### config.mk
export PLATFORM = sky130hd
export DESIGN_NAME = sram_rr_arbiter
export DESIGN_NICKNAME = d
export VERILOG_FILES = /design/src/rtl/sram_rr_arbiter.sv
export SDC_FILE = /design/constraint.sdc
export NUM_CORES = 1
export LEC_CHECK = 0
export CAP_MARGIN = 40
export CELL_PAD_IN_SITES_DETAIL_PLACEMENT = 1
export CELL_PAD_IN_SITES_GLOBAL_PLACEMENT = 1
export CORE_AREA = 2 2 316 318
export CTS_BUF_LIST = sky130_fd_sc_hd__clkbuf_8
export CTS_CLUSTER_SIZE = 12
export DETAILED_ROUTE_END_ITERATION = 7
export DIE_AREA = 0 0 318 320
export HOLD_SLACK_MARGIN = 0.05
export PLACE_DENSITY_LB_ADDON = 0.1
export SETUP_SLACK_MARGIN = 0.2
export SLEW_MARGIN = 10
export SYNTH_ARGS = -nofsm -noshare
export SYNTH_HDL_FRONTEND = slang
export SYNTH_SLANG_ARGS = --single-unit
### constraint.sdc
create_clock -name clk -period 2.1 [get_ports clk]
set_clock_uncertainty 0.2 [all_clocks]
set_input_delay 0.315 -clock clk [delete_from_list [all_inputs] [get_ports clk]]
set_output_delay 0.315 -clock clk [all_outputs]
set_load 0.03 [all_outputs]
### src/rtl/sram_rr_arbiter.sv
// rtl/sram_rr_arbiter.sv - two-requester round-robin arbiter for a single-port SRAM with read tag return
module sram_rr_arbiter #(
    parameter int WORD_WIDTH = 128,
    parameter int ADDR_WIDTH = 11
) (
    input  logic                  clk,
    input  logic                  rst,
    input  logic                  req0,
    input  logic                  req1,
    input  logic                  we0,
    input  logic                  we1,
    input  logic                  lock0,
    input  logic                  lock1,
    input  logic [ADDR_WIDTH-1:0] addr0,
    input  logic [ADDR_WIDTH-1:0] addr1,
    input  logic [WORD_WIDTH-1:0] wdata0,
    input  logic [WORD_WIDTH-1:0] wdata1,
    output logic                  gnt0,
    output logic                  gnt1,
    output logic                  rvalid0,
    output logic                  rvalid1,
    output logic [WORD_WIDTH-1:0] rdata0,
    output logic [WORD_WIDTH-1:0] rdata1,
    output logic                  sram_cen,
    output logic                  sram_wen,
    output logic [ADDR_WIDTH-1:0] sram_addr,
    output logic [WORD_WIDTH-1:0] sram_din,
    input  logic [WORD_WIDTH-1:0] sram_q
);

    typedef enum logic [1:0] {
        OWN_NONE = 2'd0,
        OWN_R0   = 2'd1,
        OWN_R1   = 2'd2
    } own_t;

    own_t                  own_q;
    own_t                  own_d;
    logic                  rr_ptr_q;
    logic                  rr_ptr_d;
    logic                  own_valid;
    logic                  own_id;
    logic                  owner_active;
    logic                  eff_ptr;
    logic                  gnt_any;
    logic                  gnt_sel;
    logic                  gnt_lock;
    logic                  we_sel;
    logic [ADDR_WIDTH-1:0] addr_sel;
    logic [WORD_WIDTH-1:0] wdata_sel;
    logic                  tag1_valid;
    logic                  tag1_id;
    logic                  tag2_valid;
    logic                  tag2_id;
    logic [WORD_WIDTH-1:0] rdata0_hold;
    logic [WORD_WIDTH-1:0] rdata1_hold;

    // Arbitration state register: lock owner and round-robin pointer
    always_ff @(posedge clk) begin
        if (rst) begin
            own_q    <= OWN_NONE;
            rr_ptr_q <= 1'b0;
        end else begin
            own_q    <= own_d;
            rr_ptr_q <= rr_ptr_d;
        end
    end

    // Grant selection, command mux and next owner/pointer
    always_comb begin
        own_valid    = (own_q != OWN_NONE);
        own_id       = (own_q == OWN_R1);
        owner_active = own_valid && (own_id ? (req1 && lock1) : (req0 && lock0));
        // A released owner hands priority to the other side in the release cycle
        eff_ptr      = (own_valid && !owner_active) ? ~own_id : rr_ptr_q;

        gnt_any = 1'b0;
        gnt_sel = 1'b0;
        if (!rst) begin
            if (req0 && req1) begin
                gnt_any = 1'b1;
                gnt_sel = owner_active ? own_id : eff_ptr;
            end else if (req0) begin
                gnt_any = 1'b1;
                gnt_sel = 1'b0;
            end else if (req1) begin
                gnt_any = 1'b1;
                gnt_sel = 1'b1;
            end
        end

        gnt_lock  = gnt_sel ? lock1 : lock0;
        we_sel    = gnt_sel ? we1 : we0;
        addr_sel  = gnt_sel ? addr1 : addr0;
        wdata_sel = gnt_sel ? wdata1 : wdata0;

        own_d    = OWN_NONE;
        rr_ptr_d = eff_ptr;
        if (gnt_any) begin
            if (gnt_lock) begin
                // Pointer stays frozen while a burst owner holds the port
                own_d = gnt_sel ? OWN_R1 : OWN_R0;
            end else begin
                rr_ptr_d = ~gnt_sel;
            end
        end

        gnt0 = gnt_any && !gnt_sel;
        gnt1 = gnt_any && gnt_sel;
    end

    // SRAM command register; address and data hold when idle
    always_ff @(posedge clk) begin
        if (rst) begin
            sram_cen  <= 1'b1;
            sram_wen  <= 1'b1;
            sram_addr <= '0;
            sram_din  <= '0;
        end else if (gnt_any) begin
            sram_cen  <= 1'b0;
            sram_wen  <= ~we_sel;
            sram_addr <= addr_sel;
            sram_din  <= wdata_sel;
        end else begin
            sram_cen  <= 1'b1;
            sram_wen  <= 1'b1;
        end
    end

    // Two-stage read tag pipeline aligned with the SRAM output register
    always_ff @(posedge clk) begin
        if (rst) begin
            tag1_valid <= 1'b0;
            tag1_id    <= 1'b0;
            tag2_valid <= 1'b0;
            tag2_id    <= 1'b0;
        end else begin
            tag1_valid <= gnt_any && !we_sel;
            tag1_id    <= gnt_sel;
            tag2_valid <= tag1_valid;
            tag2_id    <= tag1_id;
        end
    end

    assign rvalid0 = tag2_valid && !tag2_id;
    assign rvalid1 = tag2_valid && tag2_id;

    // Capture returned words so an idle requester sees its last read value
    always_ff @(posedge clk) begin
        if (rst) begin
            rdata0_hold <= '0;
            rdata1_hold <= '0;
        end else begin
            if (rvalid0) rdata0_hold <= sram_q;
            if (rvalid1) rdata1_hold <= sram_q;
        end
    end

    assign rdata0 = rvalid0 ? sram_q : rdata0_hold;
    assign rdata1 = rvalid1 ? sram_q : rdata1_hold;

endmodule
# Word level (Yosys, flattened, before mapping)
# Index checks and enable logic that the tools add are counted.
[totals]
inputBits = 414
register_bits = 404
wordCells = 55
[classes]
n_reduce_logical = 17
mux = 20
eq_ne = 1
n_bitwise = 5
[ops]
columns = ["op", "count"]
rows = [
  ["$mux W128", 3],
  ["$mux W1", 15],
  ["$mux W11", 1],
  ["$logic_and A1 B1 Y1", 10],
  ["$not A1 Y1", 5],
  ["$logic_not A1 Y1", 4],
  ["$reduce_or A3 Y1", 1],
  ["$eq A2 B2 Y1 const B", 1],
  ["$mux W2", 1],
  ["$reduce_bool A2 Y1", 1],
  ["$reduce_or A2 Y1", 1],
]

# Logic depth before layout (Yosys ltp)
# Gate-level depths: netlist (run 1).
[depth]
word_depth = 12
ltp_mapped = 8
depth_no_buf = 4

# Worst setup path before layout (run 1)
# No wires, ideal clock.
[synth_path]
path_kind = "input -> output"
from = "in req1"
to = "out gnt1"
t_required_ns = 1.585
path_slack_ns = -0.248
n_path_buf = 3
arrival_time_ns = 1.833
stages = 6
cell_sequence = "buf_2 nand4b_2 o2111a_1 buf_4 buf_2 nor3b_1"
[synth_between]
elab_chain_len = 10
word_cells_on_any_way = 16
classes_between = "mux (10); reduce/logical (6)"
[synth_rtl]
columns = ["element", "line_no", "rtl"]
rows = [
  ["start, declared", "9", "input logic req1,"],
  ["$logic_and A1 B1 Y1", "73", "owner_active = own_valid && (own_id ? (req1 && lock1) : (req0 && lock0));"],
  ["$mux W1", "73", ""],
  ["$logic_and A1 B1 Y1", "73", ""],
  ["$logic_not A1 Y1", "75", "eff_ptr = (own_valid && !owner_active) ? ~own_id : rr_ptr_q;"],
  ["$logic_and A1 B1 Y1", "75", ""],
  ["$mux W1", "75", ""],
  ["$mux W1", "82", "gnt_sel = owner_active ? own_id : eff_ptr;"],
  ["$mux W1", "80", "if (req0 && req1) begin"],
  ["$mux W1", "79", "if (!rst) begin"],
  ["$logic_and A1 B1 Y1 *", "109", "gnt1 = gnt_any && gnt_sel;"],
  ["end, declared", "19", "output logic gnt1,"],
]
# Mark *: on every way between the ends. The rest lies on a longest branch, timed or not.

# Worst setup path in the final report (run 1)
[layout_path]
from = "reg tag2_id"
to = "out rdata1[91]"
[layout_between]
elab_chain_len = 2
[layout_rtl]
columns = ["element", "line_no", "rtl"]
rows = [
  ["start, declared", "54", "logic tag2_id;"],
  ["start signal, assigned", "141", "tag2_id <= tag1_id;"],
  ["$logic_and A1 B1 Y1", "146", "assign rvalid1 = tag2_valid && tag2_id;"],
  ["$mux W128", "-", ""],
  ["end, declared", "23", "output logic [WORD_WIDTH-1:0] rdata1,"],
]
# No other way between the ends.

==> key figures, run 1 <==
Finish
  • P&R area growth vs syn: 101.8%
  • Most frequent cells in the layout: clkdlybuf4s50_1 (410), nor2b_1 (398), dfxtp_1 (396)
  • Filler cells: 10950
  • Final #Nets: ~3500
  • Area of the multi-input gates: 9888 µm²
  • Design Area, Final: around 36000 µm²
  • Seq. cell area: 8105 µm²
  • Utilization after layout: 36.56%
  • Layout cells sized above 1: 34.80%
  • Most common cell after layout, fill and taps aside: clkdlybuf4s50_1

GRT
  • GRT Overall Usage: 17.94%
  • First-pass GRT wire length: 137.6 mm
  • Vias in the first global route: 21060
  • Largest net degree at the start of global routing: 139
  • Gr ovfl total: 0
  • Initial antenna violation count: 24

Critical path
  • Reg2reg start: own_q[1]
  • R2R Setup Slk: -260 ps
  • Worst setup path class: reg -> out
  • CP startpoint: tag2_id
  • Worst Reg-to-Reg Cells: 12
  • R2R Path End: tag1_valid
  • CP arrival: 2280 ps
  • Startpoint Class: flop
  • Critical Path RT: 1580 ps
  • Crit path max fanout: 5
  • Setup crit end kind: primary output

Logic synthesis
  • Post-synth EDFFs: 0
  • Ranking of synthesized cells by area: dfxtp_1 (46%), mux2_2 (16%), nor2b_1 (14%)
  • Avg Inst Size Synth: 9.823 µm²
  • Post-synthesis sequential area ratio: 45.57%
  • Ys flop type: dfxtp_1
  • Synth warn: 0
  • Syn Inst Count: 1807
  • Async SR Flop Fraction: 0%
  • Post-Syn Nets: approximately 2200
  • Area leader, netlist: dfxtp_1
  • Flops & latches, synth: 404
  • Distinct cells, synth: 30
  • Cell Area, Synth: 17750 µm²
  • Synth top area share: 45.57%

STA
  • Slew margin rel.: 48.56%
  • Tcrit/Tclk final: 133.2%
  • Slew @ Worst Pin: 771.7 ps
  • TNS Setup: -178390 ps
  • Endpoints failing hold: 0
  • Fmax: 0.3574 GHz
  • Final slew viol count: 0
  • Unrepaired setup endpoints after global routing: yes
  • Final Critical Period: about 2800 ps
  • Setup Viol. Count Final: 401
  • Post-route setup slack: -697.9 ps

Clock tree
  • Total CTS buffers: 88
  • Root Buffer: clkbuf_8
  • Total clock sinks: 404
  • Later-pin clock latency in the skew report: around 700 ps
  • Reg clk slew, reported paths: approximately 60 ps
  • H-tree depth: 3
  • Max Root-Sink Buffers: 3
  • CTS tree: built
  • CTS Hold Bufs: 285

Floorplanning
  • Initial core utilization: 18.11%
  • Die area: between 100000 and 150000 µm²
  • I/O pin count: 815
  • Die height: 320 µm
  • Core Footprint: 97990 µm²
  • Die X: 318 µm
  • Std cell rows: approximately 120

Power and ir drop
  • Final total power: 22.94 mW
  • Power per cell area: 640.4 nW/µm²
  • Max IR drop VDD: 0.4698 mV
  • Leak: 15.45 nW

Routing
  • Drt wl/cell: ~22 µm
  • Drt drc: 0
  • Final wirelength: 96.61 mm
  • Detailed-route via count: 19110
  • Drt pass-1 iters: 4
  • Vias per cell: 4.269
  • Initial drt markers: 604
  • Remaining antenna violation count: 0

Hold path
  • WHS Endpoint: own_q[0]
  • Tightest Hold Check Type: in -> reg
  • Worst Hold Depth: 4
  • Beginning of the worst hold path: rst

Place
  • Port bufs: just over 800
  • Placer Congestion: around 0.79
  • Placed cell area: 27680 µm²
  • HPWL Detailed: 65.55 mm
  • Post-Place Worst Slack: -376.2 ps

Run status
  • Status: finished with violations
  • Violated checks: setup timing

Flow run
  • Max-cap violations: 0
-- critical path: stages (launching register included) --
cell and delay (ps):
dfxtp_4 370, buf_12 110, nand2_8 70, buf_12 150
buf_12 140, buf_12 130, buf_16 140, mux2_4 310
buf_6 140
-- where the power goes --
part	leakage [nW]	internal, mW	total [mW]	switching [mW]
sequential	3.31	8.01	8.15	0.145
clock	1.06	5.11	9.20	4.08
combinational	11.1	2.84	5.59	2.75
-- layer usage --
layer | GRT usage, % | wire length [µm] | up-vias
met5 | 0 | 91 | -
met3 | 6.231 | 6712 | 201
met1 | 18.22 | 36080 | 9271
met2 | 33.11 | 49750 | 636
li1 | - | - | 8981
met4 | 7.757 | 3977 | 16
-- logic make-up after synthesis --
family	Yosys count	share of synthesized area, %
AO/OA/AOI/OAI	289	13.34
multiplexers	257	16.30
AND/OR/NAND/NOR	690	20.45
buffers and inverters	167	4.349
flip-flops	404	45.57
-- how the worst max path moves through the flow --
stage | end | slack [ps] | cells past startpoint
finish | rdata1[91] | -700 | 8
floorplan | gnt1 | 140 | 6
global placement | rdata0[79] | -350 | 5
global route | rdata0[17] | -840 | 7
CTS | rdata0[90] | -850 | 6
detailed placement | sram_din[73] | -380 | 6
-- area by class of cell --
cell class / instances / area share [%]
antenna: 16 / 0.1118
multi-input combinational: 1236 / 27.60
inverter: 1 / 0.02445
timing repair buffer: 1375 / 39.98
clock buffer: 117 / 4.495
clock inverter: 39 / 0.6740
tap: 1287 / 4.495
sequential: 404 / 22.62
-- synth_stat cells (2+ instances only) --
library cell	number
buf_4	4
nor3_1	2
nor2b_1	399
clkbuf_1	106
dfxtp_1	404
nor3b_1	2
buf_2	47
o21bai_1	2
a211oi_1	139
nand2b_1	2
a311oi_1	139
buf_6	8
mux2_2	256
nand2_1	281
-- sequential cells by signal, summed over array words and instances, names as in the netlist --
| signal | count |
|---|---|
| tag2_id | 1 |
| sram_cen | 1 |
| sram_wen | 1 |
| tag1_id | 1 |
| tag1_valid | 1 |
| sram_addr | 11 |
| rdata1_hold | 128 |
| rdata0_hold | 128 |
| rr_ptr_q | 1 |
| own_q | 2 |
| sram_din | 128 |
| tag2_valid | 1 |
-- per-stage QoR --
step                hold slack [ps]  cells
finish                        18.44   4475
global route                 -12.35   4472
CTS                          -38.29   4407
detailed placement            253.2   3870
global placement              264.8   3868
floorplan                     213.8   1807
-- timing repair --
| action | 4_1_cts | 5_1_grt |
|---|---|---|
| buffers inserted | 74 | 44 |
| endpoints found under the hold margin | 303 | 1 |
| endpoints found under the setup margin | 587 | 588 |
| resized for setup | 1749 | 299 |
| pin swaps | 10 | 14 |
| gates cloned | 22 | 8 |
(Power assumes the default switching activity.)
==> run 2, diff against run 1 <==
--- a/config.mk
+++ b/config.mk
@@ -10,6 +10,7 @@
 export CELL_PAD_IN_SITES_GLOBAL_PLACEMENT = 1
 export CORE_AREA = 2 2 316 318
 export CTS_BUF_LIST = sky130_fd_sc_hd__clkbuf_8
+export CTS_CLUSTER_DIAMETER = 40
 export CTS_CLUSTER_SIZE = 12
 export DETAILED_ROUTE_END_ITERATION = 7
 export DIE_AREA = 0 0 318 320
==> run 2 against run 1 <==
  * Combinational power up 1%
  * The flow finishes with violations (hold timing, setup timing)
  * Sequential share of layout area down 0.44 points
  * Sequential cell count unchanged
  * Total power up 11%
  * Count of clock-buffer cells in the layout up 1
  * Register-to-register slack worse by 100 ps
==> key figures, run 2 (synthesis gave the netlist of run 1 again) <==
Run status
  • Status: finished with violations
  • Violated checks: hold timing, setup timing

STA
  • Post-route setup slack: -672.7 ps
  • Setup Viol. Count Final: 401
  • Slew @ Worst Pin: 761.0 ps
  • Final slew viol count: 0
  • Slew margin rel.: 49.27%
  • Final Critical Period: about 2800 ps
  • Endpoints failing hold: 1
  • Hold WS: -43.80 ps
  • Tcrit/Tclk final: 132.0%
  • Unrepaired setup endpoints after global routing: yes
  • Fmax: 0.3607 GHz

Place
  • Placer Congestion: 0.7863
  • HPWL Detailed: 65.55 mm
  • Post-Place Worst Slack: -376.2 ps
  • Port bufs: approximately 800

Finish
  • Most common cell after layout, fill and taps aside: clkdlybuf4s50_1
  • Utilization after layout: 37.32%
  • Most frequent cells in the layout: clkdlybuf4s50_1 (410), nor2b_1 (398), dfxtp_1 (393)
  • Filler cells: 10880
  • Largest registers: rdata0_hold x128, rdata1_hold x128, sram_din x128
  • P&R area growth vs syn: 106.0%
  • Layout cells sized above 1: around 36%
  • Final #Nets: 3523

Critical path
  • Startpoint Class: flop
  • R2R Setup Slk: -360 ps
  • Crit path to: rdata0[125]
  • Worst Reg-to-Reg Cells: 13
  • CP arrival: 2260 ps
  • Worst setup path class: reg -> out
  • Top delay family on crit path: buffers and inverters
  • Crit path max fanout: 5
  • WP depth: 8
  • Largest stage delay, worst path: 330 ps
  • Critical-path top delay cell: dfxtp_4
  • CP startpoint: tag2_valid
  • Crit path cell chain: nor2b_4, buf_6, buf_6, buf_16, buf_4, buf_6, mux2_4, buf_8
  • R2R Path End: tag1_valid
  • Setup crit end kind: primary output
  • Reg2reg start: own_q[1]
  • Most frequent CP cell: buf_6
  • Critical Path RT: 1580 ps
  • Worst Path Buf+Inv: 6

Floorplanning
  • Core Footprint: 97990 µm²
  • Initial core utilization: a little under a fifth
  • Std cell rows: 115
  • Die X: between 300 and 400 µm
  • Die height: 320 µm
  • Die area: 101800 µm²
  • I/O pin count: 815

Routing
  • Vias per cell: roughly 4.3
  • Drt pass-1 iters: 4
  • Drt drc: 0
  • Drt wl/cell: 21.47 µm
  • Initial drt markers: roughly 690
  • Remaining antenna violation count: 0
  • Final wirelength: 96.69 mm
  • Detailed-route via count: 19190

Clock tree
  • Later-pin clock latency in the skew report: 740 ps
  • Total clock sinks: 404
  • Reg clk slew, reported paths: 60 ps
  • H-tree depth: 3
  • Max Root-Sink Buffers: 3
  • Root Buffer: clkbuf_8
  • CTS tree: built
  • Total CTS buffers: around 100

Flow run
  • Max-cap violations: 0

GRT
  • GRT Overall Usage: 17.94%
  • Vias in the first global route: roughly 21000
  • First-pass GRT wire length: 137.8 mm
  • Initial antenna violation count: 27
  • Gr ovfl total: 0
  • Largest net degree at the start of global routing: between 100 and 150

Power and ir drop
  • Power per cell area: 698.5 nW/µm²
  • Leak: 15.69 nW
  • Max IR drop VDD: 0.9407 mV
  • Final total power: 25.55 mW

Hold path
  • Tightest Hold Check Type: in -> reg
[run 2: changes by cell type in the layout (fill, tap and decap cells not counted), sizes merged]
cell,delta
dlygate4sd3,+1
buf,-22
clkinvlp,+8
clkdlybuf4s15,+4
bufbuf,+3
inv,-13
clkinv,+27
clkbuf,+2
bufinv,+15
diode,+4
[run 2: metal layers]
| metal | wire length, µm | up-vias | global-route usage (%) | part of all wire, % |
|---|---|---|---|---|
| met2 | 50050 | 658 | 33.02 | 52 |
| met5 | 137 | - | 0 | 0.14 |
| met3 | 7029 | 201 | 6.649 | 7.3 |
| li1 | - | 9006 | - | - |
| met1 | 35420 | 9306 | 17.95 | 37 |
| met4 | 4048 | 20 | 7.958 | 4.2 |
[run 2: how the worst min path moves through the flow]
stage,start,end,slack (ps),cells past startpoint
after global routing,rst,own_q[0],-90,4
final,rst,own_q[0],-40,4
after detailed placement,tag1_id,tag2_id,250,1
after global placement,tag1_id,tag2_id,260,1
after floorplan,tag1_id,tag2_id,210,1
after CTS,req1,rr_ptr_q,-60,5
[run 2: final cells by class]
type | count | area [µm²] | share of cell area, %
Tap cell | 1287 | 1610 | 4.403
Multi-Input combinational cell | 1236 | 10020 | 27.40
Inverter | 1 | 11.26 | 0.03079
Antenna cell | 20 | 50.05 | 0.1368
Sequential cell | 404 | 8112 | 22.18
Timing Repair Buffer | 1362 | 14320 | 39.14
Clock inverter | 76 | 828.3 | 2.265
Clock buffer | 118 | 1624 | 4.441
[run 2: timing repair]
action,in CTS,in global routing
buffers inserted,64,38
pin swaps,27,9
gates resized for setup,1759,384
hold endpoints to repair,307,5
gates cloned,22,10
hold buffers,285,1
setup endpoints to repair,576,573
[run 2: power breakdown]
group	internal, mW	switching, mW
logic	2.89	2.76
clock network	7.19	4.54
registers	8.01	0.151
[run 2: stage by stage]
stage                     cell area (µm²)  setup TNS, ps  std cells
after CTS                           35330        -188470       4435
after global placement              27640         -67230       3868
final                               36570        -179200       4504
after floorplan                     17770              0       1807
after detailed placement            27680         -81350       3870
after global routing                36570        -230730       4502
[run 2: tightest hold or removal path: stages]
cell and delay [ps]:
buf_8 110, o21bai_2 200, a21oi_4 70, and2_1 150
==> run 3, diff against run 2 <==
--- a/config.mk
+++ b/config.mk
@@ -17,7 +17,7 @@
 export HOLD_SLACK_MARGIN = 0.05
 export PLACE_DENSITY_LB_ADDON = 0.1
 export SETUP_SLACK_MARGIN = 0.2
-export SLEW_MARGIN = 10
+export SLEW_MARGIN = 20
 export SYNTH_ARGS = -nofsm -noshare
 export SYNTH_HDL_FRONTEND = slang
 export SYNTH_SLANG_ARGS = --single-unit
==> constraint.sdc (replaced) <==
create_clock -name clk -period 2.6 [get_ports clk]
set_clock_uncertainty 0.2 [all_clocks]
set_input_delay 0.39 -clock clk [delete_from_list [all_inputs] [get_ports clk]]
set_output_delay 0.39 -clock clk [all_outputs]
set_load 0.03 [all_outputs]
==> run 3 against run 2 <==
  * Clock power is 21% lower
  * Count of clock-buffer cells in the layout is 25 higher
  * Routed wire length down 3.3%
  * Setup slack improved by 330 ps
  * Critical path depth is the same
  * Total power shrank 21%
  * The flow finishes with violations (setup timing)
  * Utilization down 0.78 points
  * Combinational power down 24%
==> key figures, run 3 (synthesis gave the netlist of run 1 again) <==
Run status
  • Status: finished with violations
  • Violated checks: setup timing

Power and ir drop
  • Final total power: 20.12 mW
  • Max IR drop VDD: approximately 0.33 mV
  • Power per cell area: 561.8 nW/µm²
  • Leak: approximately 15 nW

Clock tree
  • Root Buffer: clkbuf_8
  • H-tree depth: 3
  • Max Root-Sink Buffers: 3
  • Total clock sinks: 404
  • Total CTS buffers: 107
  • Later-pin clock latency in the skew report: ~730 ps
  • Reg clk slew, reported paths: ~50 ps
  • CTS tree: built

Finish
  • Layout cells sized above 1: 28.85%
  • Filler cells: 10850
  • Most common cell after layout, fill and taps aside: clkdlybuf4s50_1
  • Largest registers: rdata0_hold x128, rdata1_hold x128, sram_din x128
  • P&R area growth vs syn: 101.7%
  • Final #Nets: 3457
  • Seq. cell area: 8098 µm²
  • Most frequent cells in the layout: clkdlybuf4s50_1 (500), dfxtp_1 (400), nor2b_1 (398)
  • Area of the multi-input gates: 9701 µm²

Floorplanning
  • Die X: 318 µm
  • I/O pin count: 815
  • Die area: 101800 µm²
  • Std cell rows: approximately 120
  • Die height: between 300 and 400 µm
  • Core Footprint: 97990 µm²
  • Initial core utilization: 18.11%

Critical path
  • Most frequent CP cell: buf_12
  • Critical Path RT: 2010 ps
  • Worst Path Buf+Inv: 6
  • Critical-path top delay cell: dfxtp_4
  • Startpoint Class: flop
  • R2R Setup Slk: between 400 and 500 ps
  • Largest stage delay, worst path: 370 ps
  • Worst setup path class: reg -> out
  • Top delay family on crit path: buffers and inverters
  • CP arrival: 2350 ps
  • CP startpoint: tag2_valid
  • Setup crit end kind: primary output
  • R2R Path End: sram_din[53]
  • Reg2reg start: own_q[0]
  • Crit path cell chain: nor2b_4, buf_12, buf_12, buf_16, buf_12, buf_6, mux2_4, buf_6
  • Crit path max fanout: 6
  • Worst Reg-to-Reg Cells: 6

GRT
  • Vias in the first global route: between 20000 and 25000
  • Largest net degree at the start of global routing: between 150 and 200
  • Gr ovfl total: 0
  • Initial antenna violation count: 24
  • GRT Overall Usage: 16.92%
  • First-pass GRT wire length: 130.4 mm

Routing
  • Detailed-route via count: 18930
  • Drt pass-1 iters: 4
  • Remaining antenna violation count: 0
  • Drt wl/cell: 21.09 µm
  • Final wirelength: 93.52 mm
  • Drt drc: 0
  • Initial drt markers: between 500 and 600
  • Vias per cell: 4.268

Place
  • Port bufs: 814
  • Placer Congestion: 0.7688
  • HPWL Detailed: 62.53 mm
  • Post-Place Worst Slack: -102.4 ps

Hold path
  • Tightest Hold Check Type: in -> reg
  • Beginning of the worst hold path: req1
  • Worst Hold Depth: 5
  • WHS Endpoint: own_q[0]

STA
  • Final slew viol count: 0
  • Endpoints failing hold: 0
  • Fmax: 0.3396 GHz
  • Tcrit/Tclk final: 113.2%
  • Final Critical Period: 2944 ps
  • Unrepaired setup endpoints after global routing: yes
  • Slew margin rel.: 34.12%
  • Slew @ Worst Pin: 988.3 ps
  • Setup Viol. Count Final: between 200 and 300
  • Post-route setup slack: -344.5 ps

Flow run
  • Max-cap violations: 0
-- run 3: cell count changes in the layout (fill, tap and decap cells not counted), sizes merged, moves of 5 or more --
cell,change
clkinvlp,-5
buf,-201
clkbuf,+31
clkdlybuf4s50,+90
bufinv,-7
clkdlybuf4s15,-6
bufbuf,-5
clkinv,-13
dlymetal6s2s,+52
-- run 3: repair_timing --
action / 4_1_cts / 5_1_grt
resized for setup: 659 / 957
setup endpoints to repair: 401 / 390
gates cloned: 3 / 17
setup buffers: 31 / 97
hold endpoints to repair: 181 / 0
pin swaps: 1 / 2
hold buffers: 282 / 0
-- run 3: worst max-delay path by stage --
stage | endpoint | slack (ps) | cells after the start
2_1_floorplan | gnt1 | 400 | 6
3_3_place_gp | sram_wen | -30 | 7
3_5_place_dp | sram_din[70] | -100 | 7
4_1_cts | rdata1[4] | -520 | 5
5_1_grt | rdata0[89] | -480 | 8
6_report | rdata0[89] | -340 | 8
-- run 3: report_power, final --
group          internal (mW)  switching, mW  leakage [nW]
sequential              6.48          0.123          3.30
clock                   5.76           3.49          1.35
combinational           2.17           2.09          10.8
-- run 3: cell type report --
| type | count | area share [%] |
|---|---|---|
| clock inverters | 53 | 1.345 |
| repair buffers | 1293 | 38.78 |
| clock buffers | 143 | 5.497 |
| inverters | 1 | 0.04543 |
| diodes | 18 | 0.1258 |
| well taps | 1287 | 4.497 |
| multi-input cells | 1236 | 27.09 |
| flip-flops and latches | 404 | 22.62 |
-- run 3: stage by stage --
stage / setup TNS, ps / cell area (µm²) / hold slack (ps) / util [%] / cells
after floorplan: 0 / 17750 / 213.8 / - / 1807
after global placement: -84.27 / 27230 / 244.5 / 27.79 / 3790
after detailed placement: -957.0 / 27250 / 247.6 / 27.81 / 3791
after CTS: -106620 / 33270 / 50.06 / 33.95 / 4303
after global routing: -84730 / 35800 / 96.37 / 36.54 / 4433
final: -53670 / 35810 / 149.8 / 36.54 / 4435
-- run 3: routing by layer --
| metal | GRT usage (%) | wire, µm | up-vias |
|---|---|---|---|
| met4 | 7.725 | 3149 | 12 |
| met1 | 16.86 | 34670 | 9234 |
| li1 | - | - | 8866 |
| met5 | 0 | 72 | - |
| met2 | 30.71 | 48280 | 648 |
| met3 | 6.845 | 7353 | 170 |
-- run 3: tightest hold or removal path, cell delays in order --
cell and delay [ps]:
clkbuf_8 130, nand4b_4 130, o2111ai_4 140, a21oi_4 70, and2_1 150
==> RTL change, RTL diff (settings of run 1) <==
Encoding of `own_t`: now one-hot (3 bits for 3 values).
--- a/src/rtl/sram_rr_arbiter.sv
+++ b/src/rtl/sram_rr_arbiter.sv
@@ -29,8 +29,8 @@
 );
 
-    typedef enum logic [1:0] {
-        OWN_NONE = 2'd0,
-        OWN_R0   = 2'd1,
-        OWN_R1   = 2'd2
+    typedef enum logic [2:0] {
+        OWN_NONE = 3'b001,
+        OWN_R0   = 3'b010,
+        OWN_R1   = 3'b100
     } own_t;
 
Formal check against the unedited RTL: no difference found for any inputs over 4 cycles, from zero or initial values and one cycle with rst high; so few cycles prove little.
==> RTL change against run 1 <==
  * The flow still finishes with violations (setup timing)
  * Highest routed layer unchanged
  * Non-clock buffer count fell by 134
  * Wire length is 4.0% lower
  * Die area did not move
  * Synthesized area decreased by 0.64%
  * Critical endpoint is now gnt1
  * Sequential cell count rose by 1
  * Combinational power up 3.8%
  * Register-to-register slack got worse by 0.09 ns
  * Critical path type unchanged
  * Power is 3.0% lower
  * Cell area down 6.2%
  * Critical path depth shrank 2
  * Final cell count down 5.9%
  * Setup slack lost 0.0084 ns
==> RTL change: results (changes against run 1) <==
\begin{tabular}{lr}
\hline
Metric & Value \\
\hline
\multicolumn{2}{l}{\textbf{Global route}} \\
Number of global-route vias before repair & 19550 (-7.2\%) \\
Global-route wire length before repair & 131600 microns (-4.3\%) \\
Met3 track utilization from global routing & 6.624\% (+0.39 points) \\
Overall track demand over capacity in global routing & 17.23\% (-0.71 points) \\
M1 GR Usage & 18.30\% (+0.072 points) \\
\multicolumn{2}{l}{\textbf{Finish}} \\
Area Overhead vs Synth & 90.50\% \\
Layout Nets & 3269 (-7.1\%) \\
Layout cell share with drive strength beyond 1 & 32.08\% (-2.7 points) \\
\multicolumn{2}{l}{\textbf{Yosys}} \\
Multiplexer share of the synthesized area & 16.35\% (+0.048 points) \\
Sequential-to-total area share from yosys stat & 45.97\% (+0.41 points) \\
Distinct cell type count after synthesis & 39 (+30\%) \\
Top cell types by occurrence after synthesis & sky130\_fd\_sc\_hd\_\_dfxtp\_1, sky130\_fd\_sc\_hd\_\_nor2b\_1, sky130\_fd\_sc\_hd\_\_mux2\_2 \\
\multicolumn{2}{l}{\textbf{Detailed routing}} \\
Via-per-instance ratio & 4.244 (-0.60\%) \\
Overall via count from detail\_route & 17860 (-6.5\%) \\
Routed len/inst & 22.04 microns (+2.1\%) \\
Number of DRC violations after detailed-routing iteration 0 & 555 (-8.1\%) \\
\multicolumn{2}{l}{\textbf{CTS}} \\
CTS Buf Count & 86 (-2.3\%) \\
Later-pin clock latency in the skew report & 0.68 ns (-0.04 ns) \\
\multicolumn{2}{l}{\textbf{Timing}} \\
Worst rel slew slack & 42.80\% (-5.8 points) \\
Setup-failing EPs final & 467 (+16\%) \\
Setup slack after layout & -0.7063 ns (-0.008374 ns) \\
\multicolumn{2}{l}{\textbf{Critical path}} \\
Peak fanout along the critical path & 3 (-2) \\
\multicolumn{2}{l}{\textbf{Run status}} \\
Violations in the final reports & setup timing \\
Result of the run & complete, but fails checks \\
\multicolumn{2}{l}{\textbf{Hold path}} \\
Worst Min Path Start & wdata1[35] \\
\multicolumn{2}{l}{\textbf{Pwr}} \\
Static leakage power & 13.89 nW (-10\%) \\
\hline
\end{tabular}
## RTL change: power breakdown
group	internal, W	switching (W)	leakage (nW)
registers	0.00809	0.000186	3.31
logic	0.00295	0.00286	9.67
clock network	0.00439	0.00379	0.915
total	0.0154	0.00683	13.9
## RTL change: repair_timing
item	CTS	global route
hold endpoints to repair	312	0
pin swaps	1	2
setup endpoints to repair	639	602
gates resized for setup	670	300
hold buffers	256	0
setup buffers	33	32
cloned	10	15
## RTL change: worst paths after layout
path / to / slack (ns) / cells past startpoint
worst max-delay path: gnt1 / -0.71 / 6
worst min-delay path: sram_din[35] / 0.15 / 2
worst max register to register: sram_din[55] / -0.35 / 8
worst min register to register: tag2_id / 0.27 / 1
## RTL change: logic make-up (layout without fill, tap and decap cells)
group	count (synthesis)	count (layout)
flip-flops	405	405
multiplexers	256	256
other	0	20
AND/OR/NAND/NOR	561	562
buffers and inverters	155	1380
AO/OA/AOI/OAI	299	299
## RTL change: layout make-up
type / count / area share, %
Timing Repair Buffer: 1241 / 38.19
Multi-Input combinational cell: 1117 / 28.00
Sequential cell: 405 / 24.20
Tap cell: 1287 / 4.793
Clock buffer: 97 / 3.974
Clock inverter: 38 / 0.6517
Antenna cell: 20 / 0.1490
Inverter: 4 / 0.04469
## RTL change: per-stage QoR
stage	setup WS [ns]	hold slack (ns)	TNS [ns]
after floorplan	0.04670	0.2138	0
after global placement	-0.9362	0.2805	-114.26
after detailed placement	-0.8677	0.2859	-118.89
after CTS	-0.8662	0.05412	-244.02
after global routing	-0.8367	0.09420	-235.37
final	-0.7063	0.1534	-187.12
## RTL change: layer usage
metal / vias to the layer above / part of all wire (%)
li1: 8389 / -
met5: - / 0.042
met2: 650 / 50
met3: 145 / 8.6
met4: 6 / 3.1
met1: 8672 / 38
